[config.mk]
export PLATFORM = sky130hd
export DESIGN_NAME = biquad8_coeff_loader
export DESIGN_NICKNAME = d
export VERILOG_FILES = /design/src/rtl/biquad8_coeff_loader_pkg.sv /design/src/rtl/biquad8_coeff_loader.sv
export SDC_FILE = /design/constraint.sdc
export NUM_CORES = 1
export LEC_CHECK = 0
export CORE_UTILIZATION = 60
export CTS_BUF_LIST = sky130_fd_sc_hd__clkbuf_8
export DETAILED_ROUTE_END_ITERATION = 7
export PLACE_DENSITY = 0.87
export SLEW_MARGIN = 20
export SYNTH_ARGS = -nofsm -noshare
export SYNTH_HDL_FRONTEND = slang
export SYNTH_SLANG_ARGS = --single-unit
[constraint.sdc]
create_clock -name clk -period 5.4 [get_ports clk]
set_input_delay 0.54 -clock clk [delete_from_list [all_inputs] [get_ports clk]]
set_output_delay 0.54 -clock clk [all_outputs]
set_load 0.01 [all_outputs]
[src/rtl/biquad8_coeff_loader_pkg.sv]
// rtl/biquad8_coeff_loader_pkg.sv - shared types and constants for the biquad coefficient loader
package biquad8_coeff_loader_pkg;

    localparam int COEFF_BITS     = 18;
    localparam int COEFF_IDX_HIGH = 1;
    localparam int COEFF_IDX_LOW  = 0;

    typedef enum logic [2:0] {
        ST_IDLE,
        ST_SHIFT,
        ST_GAP,
        ST_UPDATE,
        ST_DONE
    } biquad_loader_st_t;

endpackage

[src/rtl/biquad8_coeff_loader.sv]
// rtl/biquad8_coeff_loader.sv - shadow coefficient bank streamed into the DSP cascade on commit
module biquad8_coeff_loader
    import biquad8_coeff_loader_pkg::*;
#(
    parameter int NCOEFF   = 2,
    parameter int ADR_BITS = 1,
    parameter int WR_GAP   = 0
) (
    input  logic                  clk,
    input  logic                  rst,
    input  logic [ADR_BITS-1:0]   reg_adr_i,
    input  logic [COEFF_BITS-1:0] reg_dat_i,
    input  logic                  reg_wr_i,
    input  logic                  commit_i,
    output logic [COEFF_BITS-1:0] coeff_dat_o,
    output logic                  coeff_wr_o,
    output logic                  coeff_update_o,
    output logic                  busy_o,
    output logic                  done_o,
    output logic                  wr_err_o
);

    localparam int NWORDS = 2 ** ADR_BITS;
    localparam int GAP_W  = (WR_GAP > 1) ? $clog2(WR_GAP) : 1;
    localparam logic [ADR_BITS-1:0] IDX_TOP  = ADR_BITS'(NCOEFF - 1);
    localparam logic [ADR_BITS-1:0] IDX_LOW  = ADR_BITS'(COEFF_IDX_LOW);
    localparam logic [GAP_W-1:0]    GAP_LOAD = GAP_W'((WR_GAP > 0) ? WR_GAP - 1 : 0);

    biquad_loader_st_t     state_q;
    logic [ADR_BITS-1:0]   idx_q;
    logic [GAP_W-1:0]      gap_cnt_q;
    logic                  pending_q;
    logic [COEFF_BITS-1:0] coeff_dat_q;
    logic                  coeff_wr_q;
    logic                  coeff_update_q;
    logic                  busy_q;
    logic                  done_q;
    logic                  wr_err_q;

    logic [COEFF_BITS-1:0] shadow_q [NWORDS];
    logic [COEFF_BITS-1:0] shadow_d [NWORDS];
    logic                  shadow_we;
    logic                  seq_start;

    assign shadow_we = reg_wr_i && !busy_q && (32'(reg_adr_i) < NCOEFF);

    // The first streamed word reads shadow_d so a write in the commit cycle is picked up.
    always_comb begin
        shadow_d = shadow_q;
        if (shadow_we) begin
            shadow_d[reg_adr_i] = reg_dat_i;
        end
    end

    assign seq_start = ((state_q == ST_IDLE) && (commit_i || pending_q)) ||
                       ((state_q == ST_DONE) && pending_q);

    always_ff @(posedge clk or posedge rst) begin
        if (rst) begin
            state_q        <= ST_IDLE;
            idx_q          <= '0;
            gap_cnt_q      <= '0;
            pending_q      <= 1'b0;
            coeff_dat_q    <= '0;
            coeff_wr_q     <= 1'b0;
            coeff_update_q <= 1'b0;
            busy_q         <= 1'b0;
            done_q         <= 1'b0;
            wr_err_q       <= 1'b0;
            for (int i = 0; i < NWORDS; i++) begin
                shadow_q[i] <= '0;
            end
        end else begin
            shadow_q       <= shadow_d;
            coeff_wr_q     <= 1'b0;
            coeff_update_q <= 1'b0;
            done_q         <= 1'b0;

            if (reg_wr_i && busy_q) begin
                wr_err_q <= 1'b1;
            end else if (seq_start) begin
                wr_err_q <= 1'b0;
            end

            // A commit landing on the restart edge still counts for the following pass.
            if (seq_start) begin
                pending_q <= commit_i && busy_q;
            end else if (commit_i && busy_q) begin
                pending_q <= 1'b1;
            end

            case (state_q)
                ST_IDLE, ST_DONE: begin
                    if (seq_start) begin
                        state_q     <= ST_SHIFT;
                        idx_q       <= IDX_TOP;
                        coeff_wr_q  <= 1'b1;
                        coeff_dat_q <= shadow_d[IDX_TOP];
                        busy_q      <= 1'b1;
                    end else begin
                        state_q <= ST_IDLE;
                        busy_q  <= 1'b0;
                    end
                end
                ST_SHIFT: begin
                    if (idx_q == IDX_LOW) begin
                        state_q        <= ST_UPDATE;
                        coeff_update_q <= 1'b1;
                    end else begin
                        idx_q <= idx_q - 1'b1;
                        if (WR_GAP > 0) begin
                            state_q   <= ST_GAP;
                            gap_cnt_q <= GAP_LOAD;
                        end else begin
                            coeff_wr_q  <= 1'b1;
                            coeff_dat_q <= shadow_q[idx_q - 1'b1];
                        end
                    end
                end
                ST_GAP: begin
                    if (gap_cnt_q == '0) begin
                        state_q     <= ST_SHIFT;
                        coeff_wr_q  <= 1'b1;
                        coeff_dat_q <= shadow_q[idx_q];
                    end else begin
                        gap_cnt_q <= gap_cnt_q - 1'b1;
                    end
                end
                ST_UPDATE: begin
                    state_q <= ST_DONE;
                    done_q  <= 1'b1;
                end
                default: begin
                    state_q <= ST_IDLE;
                    busy_q  <= 1'b0;
                end
            endcase
        end
    end

    assign coeff_dat_o    = coeff_dat_q;
    assign coeff_wr_o     = coeff_wr_q;
    assign coeff_update_o = coeff_update_q;
    assign busy_o         = busy_q;
    assign done_o         = done_q;
    assign wr_err_o       = wr_err_q;

endmodule

* Word-level counts from Yosys, hierarchy flattened *
Cells that the tools add are included.

cells by class
  add/sub/neg operators = 2
  $mul = 0
  div/mod/pow operators = 0
  order comparisons = 4
  equal/unequal tests = 8
  shifts and indexed selects = 0
  mux-type cells = 34
  bitwise logic cells = 3
  reductions and logical operators = 19

operators with widths
  kind                                                                           count
  18-bit two-way mux                                                             11
  18-bit case mux with 3 select lines                                            1
  36-bit bitwise mux                                                             1
  18-bit demux with 1-bit select                                                 1
  1-bit two-way mux                                                              14
  3-bit case mux with 4 select lines                                             1
  2-bit inequality test (second input constant)                                  4
  3-bit by 2-bit == test with 1-bit output (second input constant)               2
  2-bit >= comparator (second input constant)                                    3
  1-bit logical AND                                                              6
  3-bit two-way mux                                                              2
  1-bit NOT with 2-bit output                                                    3
  2-bit nonzero test                                                             3
  1-bit case mux with 2 select lines                                             2
  2-bit AND reduction                                                            2
  4-bit AND reduction                                                            1
  3-bit by 1-bit == test with 1-bit output (second input constant)               1
  3-bit == test (second input constant)                                          1
  3-bit zero test                                                                1
  1-bit case mux with 3 select lines                                             1
  3-bit nonzero test                                                             1
  3-bit OR reduction                                                             1
  1-bit logical OR                                                               2
  2-bit by 1-bit less-than comparator with 1-bit output (second input constant)  1
  other kinds (3)                                                                4

word-level totals
  register bits = 65
  latch bits = 0
  RAM bits = 0
  memory bits (read-only) = 0
  input bits = 23
  memories = 0

* Logic depth before layout (Yosys ltp) *
  depth after elaboration = 9
  depth in mapped cells = 8

* Worst setup path after synthesis *
Ideal clock, no wire load.

  path kind = input-to-reg
  start = input port commit_i
  end = register coeff_dat_q[10], in the netlist coeff_dat_o[10]
  setup time = 121 ps
  arrival time = 1536 ps
  data required time = 5279 ps
  setup slack = 3743 ps
  cell stages on the path = 5
  buffers on the path = 1
  path through = or2_4 a211oi_4 buf_6 a31oi_1 a22o_1

on the way
  longest elaborated chain between the ends = 5

RTL lines
  what                             RTL line                     source
  start, declared                  biquad8_coeff_loader.sv:14   input logic commit_i,
  1-bit logical OR                 biquad8_coeff_loader.sv:55   assign seq_start = ((state_q == ST_IDLE) && (commit_i || pending_q)) ||
  1-bit logical AND                biquad8_coeff_loader.sv:55
  1-bit logical OR                 biquad8_coeff_loader.sv:55
  2-bit inequality test (no line)  --
  4-bit AND reduction (no line)    --
  end signal, assigned             biquad8_coeff_loader.sv:98   coeff_dat_q <= shadow_d[IDX_TOP];
  end signal, assigned             biquad8_coeff_loader.sv:116  coeff_dat_q <= shadow_q[idx_q - 1'b1];
  end signal, assigned             biquad8_coeff_loader.sv:124  coeff_dat_q <= shadow_q[idx_q];
  end, declared                    biquad8_coeff_loader.sv:33   logic [COEFF_BITS-1:0] coeff_dat_q;

Every way passes these cells.
A chain may end at the register's enable or synchronous reset.

==> impl_metrics.toml <==
[critical_path]
end_kind = "register"
worstPathCellList = "clkdlybuf4s50_1 -> nand3b_1 -> mux2_2 -> nor2b_1 -> o31ai_1"
rrSetupSlack_ns = 3.18
cp_max_fo = 18
worstSetupPathType = "in -> reg"
slowest_delay_ns = 0.65
crit_slowest_cell = "nand3b_1"
crit_buf_inv = 1
reg2regPathDepth = 6
startpoint_type = "primary input"
cp.arrival_ns = 2.47
crit_family = "simple AND/OR/NAND/NOR gates"
r2r_start = "idx_q"
required_ns = 5.60
rr_endpoint = "coeff_dat_o[9]"

[sta]
final.setup.tns_ns = 0
setup_viol = 0
max_slew_margin_pct = 38.3
tightest_slew_ns = 0.923
hold_slack_ns = 0.484
rsz0062_at_grt = "false"
period_needed_ns = 2.27
clock.fmax_mhz = 440
hold_viol_final = 0
post-route-period-util_pct = 42.1
slew_violations = 0
skew_ns = 0.00636
fin_ws_ns = 3.13

[logic_synthesis]
ys_types = 31
ys_ff_latch = 64
synth-edff-count = 0
yosys_warnings = 0
synth_nets = 310
async_reset_ff_share_pct = 100
synthFlopType = "dfrtp_1"
synth_area_per_cell_um2 = 10.6
synth_seq_area_share_pct = 52.5
synth_area_um2 = 3050
synth_cells = 287

[clocking]
ctsHoldBuffers = 0
cts_tree = "yes"
cts.htree.levels = 3
cts_sinks = 64
cts_buffer_depth = 2
cts_setup_buffers = 0
clkLatencyLatePin_ns = 0.34
cts_root_buf = "clkbuf_8"
cts_resized = 0
cts-buffers-inserted = 9
clk_pin_slew_ns = 0.07

[floorplan]
die_h_um = 73.3
dieArea_um2 = 5370
initial_core_util_pct = 63.3
die_width_um = 73.3
num_rows = 25
floorplan.core_area_um2 = 4820
io_pins = 46

[placed_design]
dpl.hpwl_um = 4020
gp_congestion = 0.750
dpl_cell_area_um2 = 3490
io_buffers = 45
place_ws_ns = 2.82
placedCellCount = 378

[global_routing]
globalRoute.totalOverflow = 0
grt_antenna_before_repair = 0
grt_pass1_wl_um = 11300
first_global_vias = 2419
grtUsageTotal_pct = 28.7
grt_max_degree = 65

[drt]
drt_pass1_iterations = 5
avgRoutedWirePerCell_um = 17.6
ant_nets = 0
via_per_inst = 6.40
vias = 2521
drt-initial-drc-count = 264
routed_wirelength_um = 6940
drc = 0

[worst_hold_path]
worstHoldStart = "coeff_dat_o[17]"
holdPathEnd = "coeff_dat_o[17]"
min_path_cells = 2
min_path_type = "reg -> reg"

[power]
power.density_nw_per_um2 = 685
peakVddDrop_mv = 0.372
p_leak_nw = 1.60
total_power_mw = 2.54

[outcome]
outcome = "finished clean"

[run]
drv_cap = 0

[final_layout]
layout-drive-gt1-share_pct = 13.5
stdcell_area_um2 = 3710
finalNonFillerCells = 394
regArea_um2 = 1600
nets = 345
final_common_cell = "dfrtp_1"
syn_to_final_growth_pct = 21.6
post-route-util_pct = 77.0
fillers = 365
multi_input_area_um2 = 1300
antennaDiodeCount = 0
final_cell_mix = "dfrtp_1 (64), nand2_1 (56), clkdlybuf4s50_1 (45)"
[power by group]
| part | switching, mW | internal, mW | total, mW | leakage (nW) |
|---|---|---|---|---|
| combinational | 0.610 | 0.579 | 1.19 | 0.702 |
| sequential | 0.191 | 0.722 | 0.913 | 0.785 |
| clock | 0.174 | 0.261 | 0.436 | 0.117 |
[sequential cells by signal (all words and copies together), names as in the netlist]
signal and flops:
wr_err_o 1, pending_q 1, idx_q 1, coeff_update_o 1, busy_o 1, coeff_wr_o 1, state_q 3, coeff_dat_o 18
done_o 1, shadow_q 36
[layout make-up]
| type | count | share of cell area [%] |
|---|---|---|
| inverter | 3 | 0.304 |
| clock inverter | 3 | 1.05 |
| timing repair buffer | 51 | 13.4 |
| tap | 67 | 2.26 |
| multi-input combinational | 193 | 35.0 |
| sequential | 64 | 43.2 |
| clock buffer | 13 | 4.83 |
[synth_stat cells (2+ instances only)]
cell type  number  area [um^2]
a22o_1         18          158
a31oi_1        17          106
and3_1          2         12.5
buf_2          13         65.1
buf_4           3         22.5
buf_6           2         22.5
clkbuf_1        9         33.8
dfrtp_1        64         1600
inv_1           3         11.3
mux2_2         19          214
nand2_1        56          210
nand2b_1        2         12.5
nor2_1          4         15.0
nor2b_1         4         25.0
nor3_1          2         10.0
nor3b_1         2         15.0
o211ai_1       17          128
o21ai_0         4         20.0
o21bai_1        2         15.0
o221ai_1       17          149
o22ai_1        17          106
[worst max-delay path by stage]
stage	slack [ns]	start	endpoint	cells after the start
after CTS	3.17	commit_i	coeff_dat_o[9]	6
final	3.13	reg_wr_i	coeff_dat_o[17]	5
after detailed placement	2.82	commit_i	coeff_dat_o[6]	6
after floorplan	3.26	rst	busy_o	1
after global routing	3.05	commit_i	coeff_dat_o[10]	6
after global placement	2.81	reg_wr_i	coeff_dat_o[17]	5
[worst reg2reg max path: cells and delay by family (launching register included)]
| family | cells | cell delay, ns |
|---|---|---|
| compound gates | 3 | 0.80 |
| buf+inv | 2 | 0.63 |
| simple gates | 1 | 0.31 |
| flops | 1 | 0.36 |
[cell families after synthesis]
kind of cell	count (synthesis)	share of synthesized area, %
muxes	20	7.35
DFF	64	52.5
and+or+nand+nor	76	11.1
AOI/OAI and AO/OA	97	24.0
buffers and inverters	30	5.09
[routing by layer]
| metal | track usage [%] | wire [um] |
|---|---|---|
| met1 | 37.9 | 2990 |
| met2 | 45.5 | 3450 |
| met3 | 5.08 | 387 |
| met4 | 15.3 | 114 |
| met5 | 0 | 0 |
(Power assumes the default switching activity.)
